**src/rtl/prog_sequencer_if.sv**
```systemverilog
// Handshake bundle between prog_sequencer and its host: the program-load port and the output-value FIFO port.
interface prog_sequencer_if;
    logic       load_valid;
    logic [2:0] load_data;
    logic       load_ready;
    logic [2:0] out_data;
    logic       out_valid;
    logic       out_ready;

    modport master (
        output load_valid, load_data, out_ready,
        input  load_ready, out_data, out_valid
    );

    modport slave (
        input  load_valid, load_data, out_ready,
        output load_ready, out_data, out_valid
    );
endinterface

```
**src/rtl/prog_sequencer.sv**
```systemverilog
// Program store, opcode decode and IDLE/LOAD/START_RST/RUN/DONE run control for the 3-bit-opcode execute stage,
// with a valid/ready FIFO buffering the values the program outputs.
module prog_sequencer #(
    parameter int OUT_DEPTH = 8,
    parameter int CYC_W     = 16
) (
    input  logic             clk,
    input  logic             rst_n,
    prog_sequencer_if.slave  bus,
    input  logic             load_start,
    input  logic             start,
    output logic             prog_loaded,
    output logic             busy,
    output logic             done,
    output logic             overflow,
    output logic [CYC_W-1:0] cycle_cnt,
    output logic             exec_rst_n,
    input  logic [3:0]       exec_instr_ptr,
    input  logic             exec_halt,
    input  logic [2:0]       exec_reg_out,
    input  logic             exec_out_valid,
    output logic [2:0]       operand_id_reg,
    output logic [3:0]       instr_ptr_id_reg,
    output logic [1:0]       op1_sel,
    output logic [1:0]       op2_sel,
    output logic [1:0]       operation_sel,
    output logic [4:0]       reg_wr_en
);
    localparam int PTR_W = $clog2(OUT_DEPTH);

    typedef enum logic [2:0] {S_IDLE, S_LOAD, S_START_RST, S_RUN, S_DONE} state_t;
    typedef enum logic [2:0] {OP_ADV, OP_BXL, OP_BST, OP_JNZ, OP_BXC, OP_OUT, OP_BDV, OP_CDV} opcode_t;

    localparam logic [1:0] SEL_COMBO = 2'd0, SEL_LIT = 2'd1, SEL_REG_B = 2'd2, SEL_REG_C = 2'd3;
    localparam logic [1:0] OPN_SHIFT = 2'd0, OPN_XOR = 2'd1, OPN_MOD = 2'd2, OPN_JUMP = 2'd3;

    state_t           state_q;
    logic [3:0]       wptr_q;
    logic             load_ready_q, prog_loaded_q, busy_q, done_q, exec_rst_n_q, overflow_q;
    logic [CYC_W-1:0] cycle_cnt_q;
    logic [PTR_W:0]   rd_ptr_q, wr_ptr_q;
    logic [2:0]       prog_mem [16];
    logic [2:0]       fifo_mem [OUT_DEPTH];

    logic load_fire, fifo_empty, fifo_full, pop, push_req, push_ok;

    assign load_fire  = bus.load_valid && load_ready_q;
    assign fifo_empty = (rd_ptr_q == wr_ptr_q);
    assign fifo_full  = (rd_ptr_q[PTR_W-1:0] == wr_ptr_q[PTR_W-1:0]) && (rd_ptr_q[PTR_W] != wr_ptr_q[PTR_W]);
    assign pop        = !fifo_empty && bus.out_ready;
    assign push_req   = (state_q == S_RUN) && exec_out_valid;
    // A full FIFO still takes a push when the head leaves in the same cycle.
    assign push_ok    = push_req && (!fifo_full || pop);

    // NOTE: storage arrays have no reset; only the pointers that qualify their contents are reset.
    always_ff @(posedge clk) begin
        if (load_fire) prog_mem[wptr_q] <= bus.load_data;
        if (push_ok)   fifo_mem[wr_ptr_q[PTR_W-1:0]] <= exec_reg_out;
    end

    // NOTE: sequential state uses non-blocking assignments so every flop samples pre-edge values.
    always_ff @(posedge clk or negedge rst_n) begin
        if (!rst_n) begin
            state_q       <= S_IDLE;
            wptr_q        <= '0;
            load_ready_q  <= 1'b0;
            prog_loaded_q <= 1'b0;
            busy_q        <= 1'b0;
            done_q        <= 1'b0;
            exec_rst_n_q  <= 1'b0;
            overflow_q    <= 1'b0;
            cycle_cnt_q   <= '0;
            rd_ptr_q      <= '0;
            wr_ptr_q      <= '0;
        end else begin
            if (pop)                 rd_ptr_q   <= rd_ptr_q + 1'b1;
            if (push_ok)             wr_ptr_q   <= wr_ptr_q + 1'b1;
            if (push_req && !push_ok) overflow_q <= 1'b1;

            unique case (state_q)
                S_IDLE, S_DONE: begin
                    if (load_start) begin
                        state_q       <= S_LOAD;
                        wptr_q        <= '0;
                        load_ready_q  <= 1'b1;
                        prog_loaded_q <= 1'b0;
                        busy_q        <= 1'b1;
                        done_q        <= 1'b0;
                        exec_rst_n_q  <= 1'b0;
                    end else if (start && prog_loaded_q) begin
                        state_q      <= S_START_RST;
                        busy_q       <= 1'b1;
                        done_q       <= 1'b0;
                        exec_rst_n_q <= 1'b0;
                        overflow_q   <= 1'b0;
                        cycle_cnt_q  <= '0;
                        rd_ptr_q     <= '0;
                        wr_ptr_q     <= '0;
                    end
                end
                S_LOAD: begin
                    if (load_fire) begin
                        wptr_q <= wptr_q + 4'd1;
                        if (wptr_q == 4'd15) begin
                            state_q       <= S_IDLE;
                            load_ready_q  <= 1'b0;
                            busy_q        <= 1'b0;
                            prog_loaded_q <= 1'b1;
                        end
                    end
                end
                S_START_RST: begin
                    state_q      <= S_RUN;
                    exec_rst_n_q <= 1'b1;
                end
                S_RUN: begin
                    if (!exec_halt && cycle_cnt_q != {CYC_W{1'b1}}) cycle_cnt_q <= cycle_cnt_q + 1'b1;
                    if (exec_halt) begin
                        state_q <= S_DONE;
                        busy_q  <= 1'b0;
                        done_q  <= 1'b1;
                    end
                end
                default: state_q <= S_IDLE;
            endcase
        end
    end

    assign bus.load_ready = load_ready_q;
    assign bus.out_valid  = !fifo_empty;
    assign bus.out_data   = fifo_empty ? 3'd0 : fifo_mem[rd_ptr_q[PTR_W-1:0]];
    assign prog_loaded    = prog_loaded_q;
    assign busy           = busy_q;
    assign done           = done_q;
    assign overflow       = overflow_q;
    assign cycle_cnt      = cycle_cnt_q;
    assign exec_rst_n     = exec_rst_n_q;

    logic [3:0] operand_ptr;
    opcode_t    cur_op;

    assign operand_ptr      = exec_instr_ptr + 4'd1;
    assign cur_op           = opcode_t'(prog_mem[exec_instr_ptr]);
    assign operand_id_reg   = prog_mem[operand_ptr];
    assign instr_ptr_id_reg = exec_instr_ptr;

    // NOTE: every decode output gets a default first so no path through the case can infer a latch.
    always_comb begin
        op1_sel       = SEL_COMBO;
        op2_sel       = SEL_COMBO;
        operation_sel = OPN_SHIFT;
        reg_wr_en     = 5'b00000;
        unique case (cur_op)
            OP_ADV: reg_wr_en = 5'b00001;
            OP_BXL: begin
                op1_sel       = SEL_REG_B;
                op2_sel       = SEL_LIT;
                operation_sel = OPN_XOR;
                reg_wr_en     = 5'b00010;
            end
            OP_BST: begin
                operation_sel = OPN_MOD;
                reg_wr_en     = 5'b00010;
            end
            OP_JNZ: operation_sel = OPN_JUMP;
            OP_BXC: begin
                op1_sel       = SEL_REG_B;
                op2_sel       = SEL_REG_C;
                operation_sel = OPN_XOR;
                reg_wr_en     = 5'b00010;
            end
            OP_OUT: begin
                operation_sel = OPN_MOD;
                reg_wr_en     = 5'b01000;
            end
            OP_BDV: reg_wr_en = 5'b00010;
            OP_CDV: reg_wr_en = 5'b00100;
            default: reg_wr_en = 5'b00000;
        endcase
    end
endmodule
```
**src/flat_wrapper.sv**
```systemverilog
// flat-port wrapper written by rule: the top's interface ports become plain ports
module prog_sequencer_flat 
#(
    parameter int OUT_DEPTH = 8,
    parameter int CYC_W     = 16
)
  (clk, rst_n, load_start, start, prog_loaded, busy, done, overflow, cycle_cnt, exec_rst_n, exec_instr_ptr, exec_halt, exec_reg_out, exec_out_valid, operand_id_reg, instr_ptr_id_reg, op1_sel, op2_sel, operation_sel, reg_wr_en, bus_load_valid, bus_load_data, bus_out_ready, bus_load_ready, bus_out_data, bus_out_valid);
  prog_sequencer_if bus_i ();
  input  logic clk;
  input  logic rst_n;
  input  logic load_start;
  input  logic start;
  output logic prog_loaded;
  output logic busy;
  output logic done;
  output logic overflow;
  output logic [CYC_W-1:0] cycle_cnt;
  output logic exec_rst_n;
  input  logic [3:0] exec_instr_ptr;
  input  logic exec_halt;
  input  logic [2:0] exec_reg_out;
  input  logic exec_out_valid;
  output logic [2:0] operand_id_reg;
  output logic [3:0] instr_ptr_id_reg;
  output logic [1:0] op1_sel;
  output logic [1:0] op2_sel;
  output logic [1:0] operation_sel;
  output logic [4:0] reg_wr_en;
  input wire logic [$bits(bus_i.load_valid)-1:0] bus_load_valid;
  input wire logic [$bits(bus_i.load_data)-1:0] bus_load_data;
  input wire logic [$bits(bus_i.out_ready)-1:0] bus_out_ready;
  output wire logic [$bits(bus_i.load_ready)-1:0] bus_load_ready;
  output wire logic [$bits(bus_i.out_data)-1:0] bus_out_data;
  output wire logic [$bits(bus_i.out_valid)-1:0] bus_out_valid;
  assign bus_i.load_valid = bus_load_valid;
  assign bus_i.load_data = bus_load_data;
  assign bus_i.out_ready = bus_out_ready;
  assign bus_load_ready = bus_i.load_ready;
  assign bus_out_data = bus_i.out_data;
  assign bus_out_valid = bus_i.out_valid;
  prog_sequencer #(.OUT_DEPTH(OUT_DEPTH), .CYC_W(CYC_W)) u_core (.clk(clk), .rst_n(rst_n), .bus(bus_i), .load_start(load_start), .start(start), .prog_loaded(prog_loaded), .busy(busy), .done(done), .overflow(overflow), .cycle_cnt(cycle_cnt), .exec_rst_n(exec_rst_n), .exec_instr_ptr(exec_instr_ptr), .exec_halt(exec_halt), .exec_reg_out(exec_reg_out), .exec_out_valid(exec_out_valid), .operand_id_reg(operand_id_reg), .instr_ptr_id_reg(instr_ptr_id_reg), .op1_sel(op1_sel), .op2_sel(op2_sel), .operation_sel(operation_sel), .reg_wr_en(reg_wr_en));
endmodule
```
**config.mk**
```make
export PLATFORM = sky130hd
export DESIGN_NAME = prog_sequencer_flat
export DESIGN_NICKNAME = d
export VERILOG_FILES = /design/src/rtl/prog_sequencer_if.sv /design/src/rtl/prog_sequencer.sv /design/src/flat_wrapper.sv
export SDC_FILE = /design/constraint.sdc
export NUM_CORES = 1
export LEC_CHECK = 0
export CAP_MARGIN = 10
export CORE_UTILIZATION = 55
export DETAILED_ROUTE_END_ITERATION = 10
export PLACE_DENSITY = 0.84
export SETUP_SLACK_MARGIN = 0.4
export SLEW_MARGIN = 20
export SYNTH_ARGS = -nofsm -noshare
export SYNTH_HDL_FRONTEND = slang
export SYNTH_SLANG_ARGS = --single-unit
```
**constraint.sdc**
```tcl
create_clock -name clk -period 3.4 [get_ports clk]
set_clock_uncertainty 0.2 [all_clocks]
set_input_delay 0.51 -clock clk [delete_from_list [all_inputs] [get_ports clk]]
set_output_delay 0.51 -clock clk [all_outputs]
set_load 0.02 [all_outputs]
```
==> impl_metrics.ini <==
[run_status]
status = complete, no violations

[yosys]
synth.area.mux_share_pct = 15.80
synth_edf_count = 72
ys_ff_latch = 109
yosysSeqAreaShare_pct = 56.03
syn_area_um2 = 5512
synth_top_family_by_area = multiplexers
async_flop_share_pct = 33.94
yosysTopAreaCellShare_pct = 39.23
yosys.area_share.simple_pct = 14.46
yosysMostFrequentCell = edfxtp_1
synthXorXnorAreaFrac_pct = 3.655
synth_common_cells = 72 x edfxtp_1, 46 x nor2_1, 37 x dfrtp_1
ys_types = 51
synthAdderAreaFrac_pct = 1.816
synth.avg_cell_area_um2 = 13.54
yosys_warnings = 0
ys.flop_type = edfxtp_1
syn_inst = 407
yosysTopAreaCell = edfxtp_1
yosys-top-cells-area = edfxtp_1 39%, dfrtp_1 17%, mux4_2 11%, mux4_1 3.3%, nor2_1 3.1%
synth_compound_area_share_pct = 4.404

[place]
gp_congestion = 0.7771
dpl.cell_count = 590
portBuffers = 59
dp_hpwl_mm = 7.928

[critical_path]
critical_path_peak_fanout = 6
worst_ep_required_time_ps = 2690
end_kind = output pin
cp.arrival_ps = 2300
worst-setup-path-type = in -> out
startpoint_type = primary input

[grt]
grt_pass1_vias = 3682
overflow = 0
grtUsageTotal_pct = 23.24
grt_max_degree = 38
grt_pass1_wl_mm = 18.10
antenna_found_initial = 0

[drt]
drc = 0
antenna_left = 0
vias = 3578
dr.pass1.iters = 4
drt_iter0_drc = 165
viasPerCell = 5.725
drt-wirelength-per-cell_um = 18.21
routed_wl_mm = 11.38

[clock_network]
cts_buffers = 9
clkSlewWorstSetupHoldPaths_ps = 110
clk_latency_ps = 370
clockBufferDepth = 2
h-tree-depth = 3
cts_tree = built
cts_sinks = 109
cts_root_buf = clkbuf_8

[die]
die_h_um = 102.1
num_rows = 36
die_x_um = 102.1
die-area_um2 = 10430
io-pin-count = 62
start_util_pct = 56.65
core_area_um2 = 9729

[power_and_ir_drop]
power_switching_mw = 1.232
power_density_nw_per_um2 = 551.1
power.total_mw = 3.672
total_leakage_power_nw = 2.593
swShare_pct = 33.54
vdd_drop_max_uv = 396.6
power.share.combinational_pct = 32.0
pwr-share-seq_pct = 47.7
p_int_mw = 2.441
p_clk_share_pct = 20.3

[flow_run]
drv_cap = 0

[worst_hold_path]
hp-class = in -> async

[layout]
final_nets = 513
final_cells = 625
layout-drive-gt1-share_pct = 22.76
fillerInstances = 713
fin_util_pct = 68.49
diodes = 0
syn_to_final_growth_pct = 20.91

[timing]
tightest_slew_ps = 823.9
max_freq_ghz = 0.3324
hold_viol = 0
period_share_pct = 88.49
finalMaxSlewViolations = 0
relSlewSlack_pct = 45.07
min_period_ps = 3009
setup-violations-final = 0
rsz0062_at_grt = yes
area by class of cell:
cell class / instances / area [µm²] / share of cell area, %
multi-input cells: 261 / 2242 / 33.65
well taps: 133 / 166.4 / 2.497
flip-flops and latches: 109 / 3090 / 46.38
clock buffers: 9 / 123.9 / 1.859
inverters: 10 / 37.54 / 0.5633
repair buffers: 96 / 940.9 / 14.12
clock inverters: 7 / 62.56 / 0.9388
flip-flops by register name, summed over array words and instances, names as in the netlist, 3 cells and up:
name,flops
u_core.state_q,3
u_core.rd_ptr_q,4
u_core.prog_mem,48
u_core.cycle_cnt,16
u_core.wr_ptr_q,4
u_core.wptr_q,4
u_core.fifo_mem,24
power by group through the flow:
| stage | clock network (mW) | logic, mW | registers, mW |
|---|---|---|---|
| 5_1_grt | 0.806 | 1.28 | 1.77 |
| 3_5_place_dp | 0 | 1.09 | 1.80 |
| 6_report | 0.747 | 1.18 | 1.75 |
| 3_3_place_gp | 0 | 1.04 | 1.78 |
| 2_1_floorplan | 0 | 0.756 | 1.71 |
| 4_1_cts | 0.760 | 1.18 | 1.75 |
cells by family (layout without fill, tap and decap cells):
kind of cell | after synthesis | count (layout)
and+or+nand+nor | 150 | 150
DFF | 109 | 109
muxes | 43 | 43
buffers and inverters | 38 | 122
AOI/OAI and AO/OA | 35 | 35
xor gates and xnor gates | 23 | 23
adders and majority gates | 8 | 8
other | 1 | 2
timing repair:
action | 4_1_cts | 5_1_grt
cloned | 2 | 0
setup buffers | 14 | 3
gates resized for setup | 71 | 11
endpoints found under the setup margin | 16 | 11
pin swaps | 5 | 6
hold buffers | 0 | 0
worst paths after layout:
check	from	end	slack (ps)	depth (start not counted)
min reg2reg	u_core.cycle_cnt[4]$_DFFE_PN0P_	u_core.cycle_cnt[4]$_DFFE_PN0P_	310	1
min in group clk	u_core.cycle_cnt[4]$_DFFE_PN0P_	u_core.cycle_cnt[4]$_DFFE_PN0P_	310	1
min	rst_n	u_core.cycle_cnt[5]$_DFFE_PN0P_	20	1
max in group asynchronous	rst_n	u_core.rd_ptr_q[0]$_DFF_PN0_	2410	1
max	exec_instr_ptr[0]	operand_id_reg[2]	390	7
max reg2reg	u_core.rd_ptr_q[0]$_DFF_PN0_	u_core.fifo_mem[0][1]$_DFFE_PP_	860	6
cells in the final DEF (no fill, tap or decap), types with 11 or more instances in the layout:
master           Yosys  final
buf_4                8     31
clkdlybuf4s50_1      0     42
dfrtp_1             37     35
edfxtp_1            72     72
mux4_2              26     29
nand2_1             25     25
nand2b_1            13     13
nand3_1             12     11
nor2_1              46     46
o21ai_0             11     11
xor2_1              15     15
routing by layer:
layer,vias to the layer above,GRT usage (%),share of wire (%)
met5,-,0,0
met4,0,10.00,2.4
met3,23,3.488,3.8
met2,94,43.06,55
met1,1781,26.71,39
li1,1680,-,-
worst max-delay path: stages:
cell	delay [ps]
buf_8	110
ha_4	290
buf_12	100
buf_12	120
mux4_2	520
mux4_2	500
buf_6	150
metrics by stage:
step	hold slack [ps]	setup WS (ps)	setup TNS, ps	cell area (µm²)
floorplan	14.41	403.2	0	5515
global placement	283.2	-406.2	-4344	6264
detailed placement	298.2	-487.5	-5109	6264
CTS	38.05	391.0	0	6658
global route	71.11	342.6	0	6664
finish	22.66	391.2	0	6664
No activity file was read; power rests on OpenSTA's default activity.
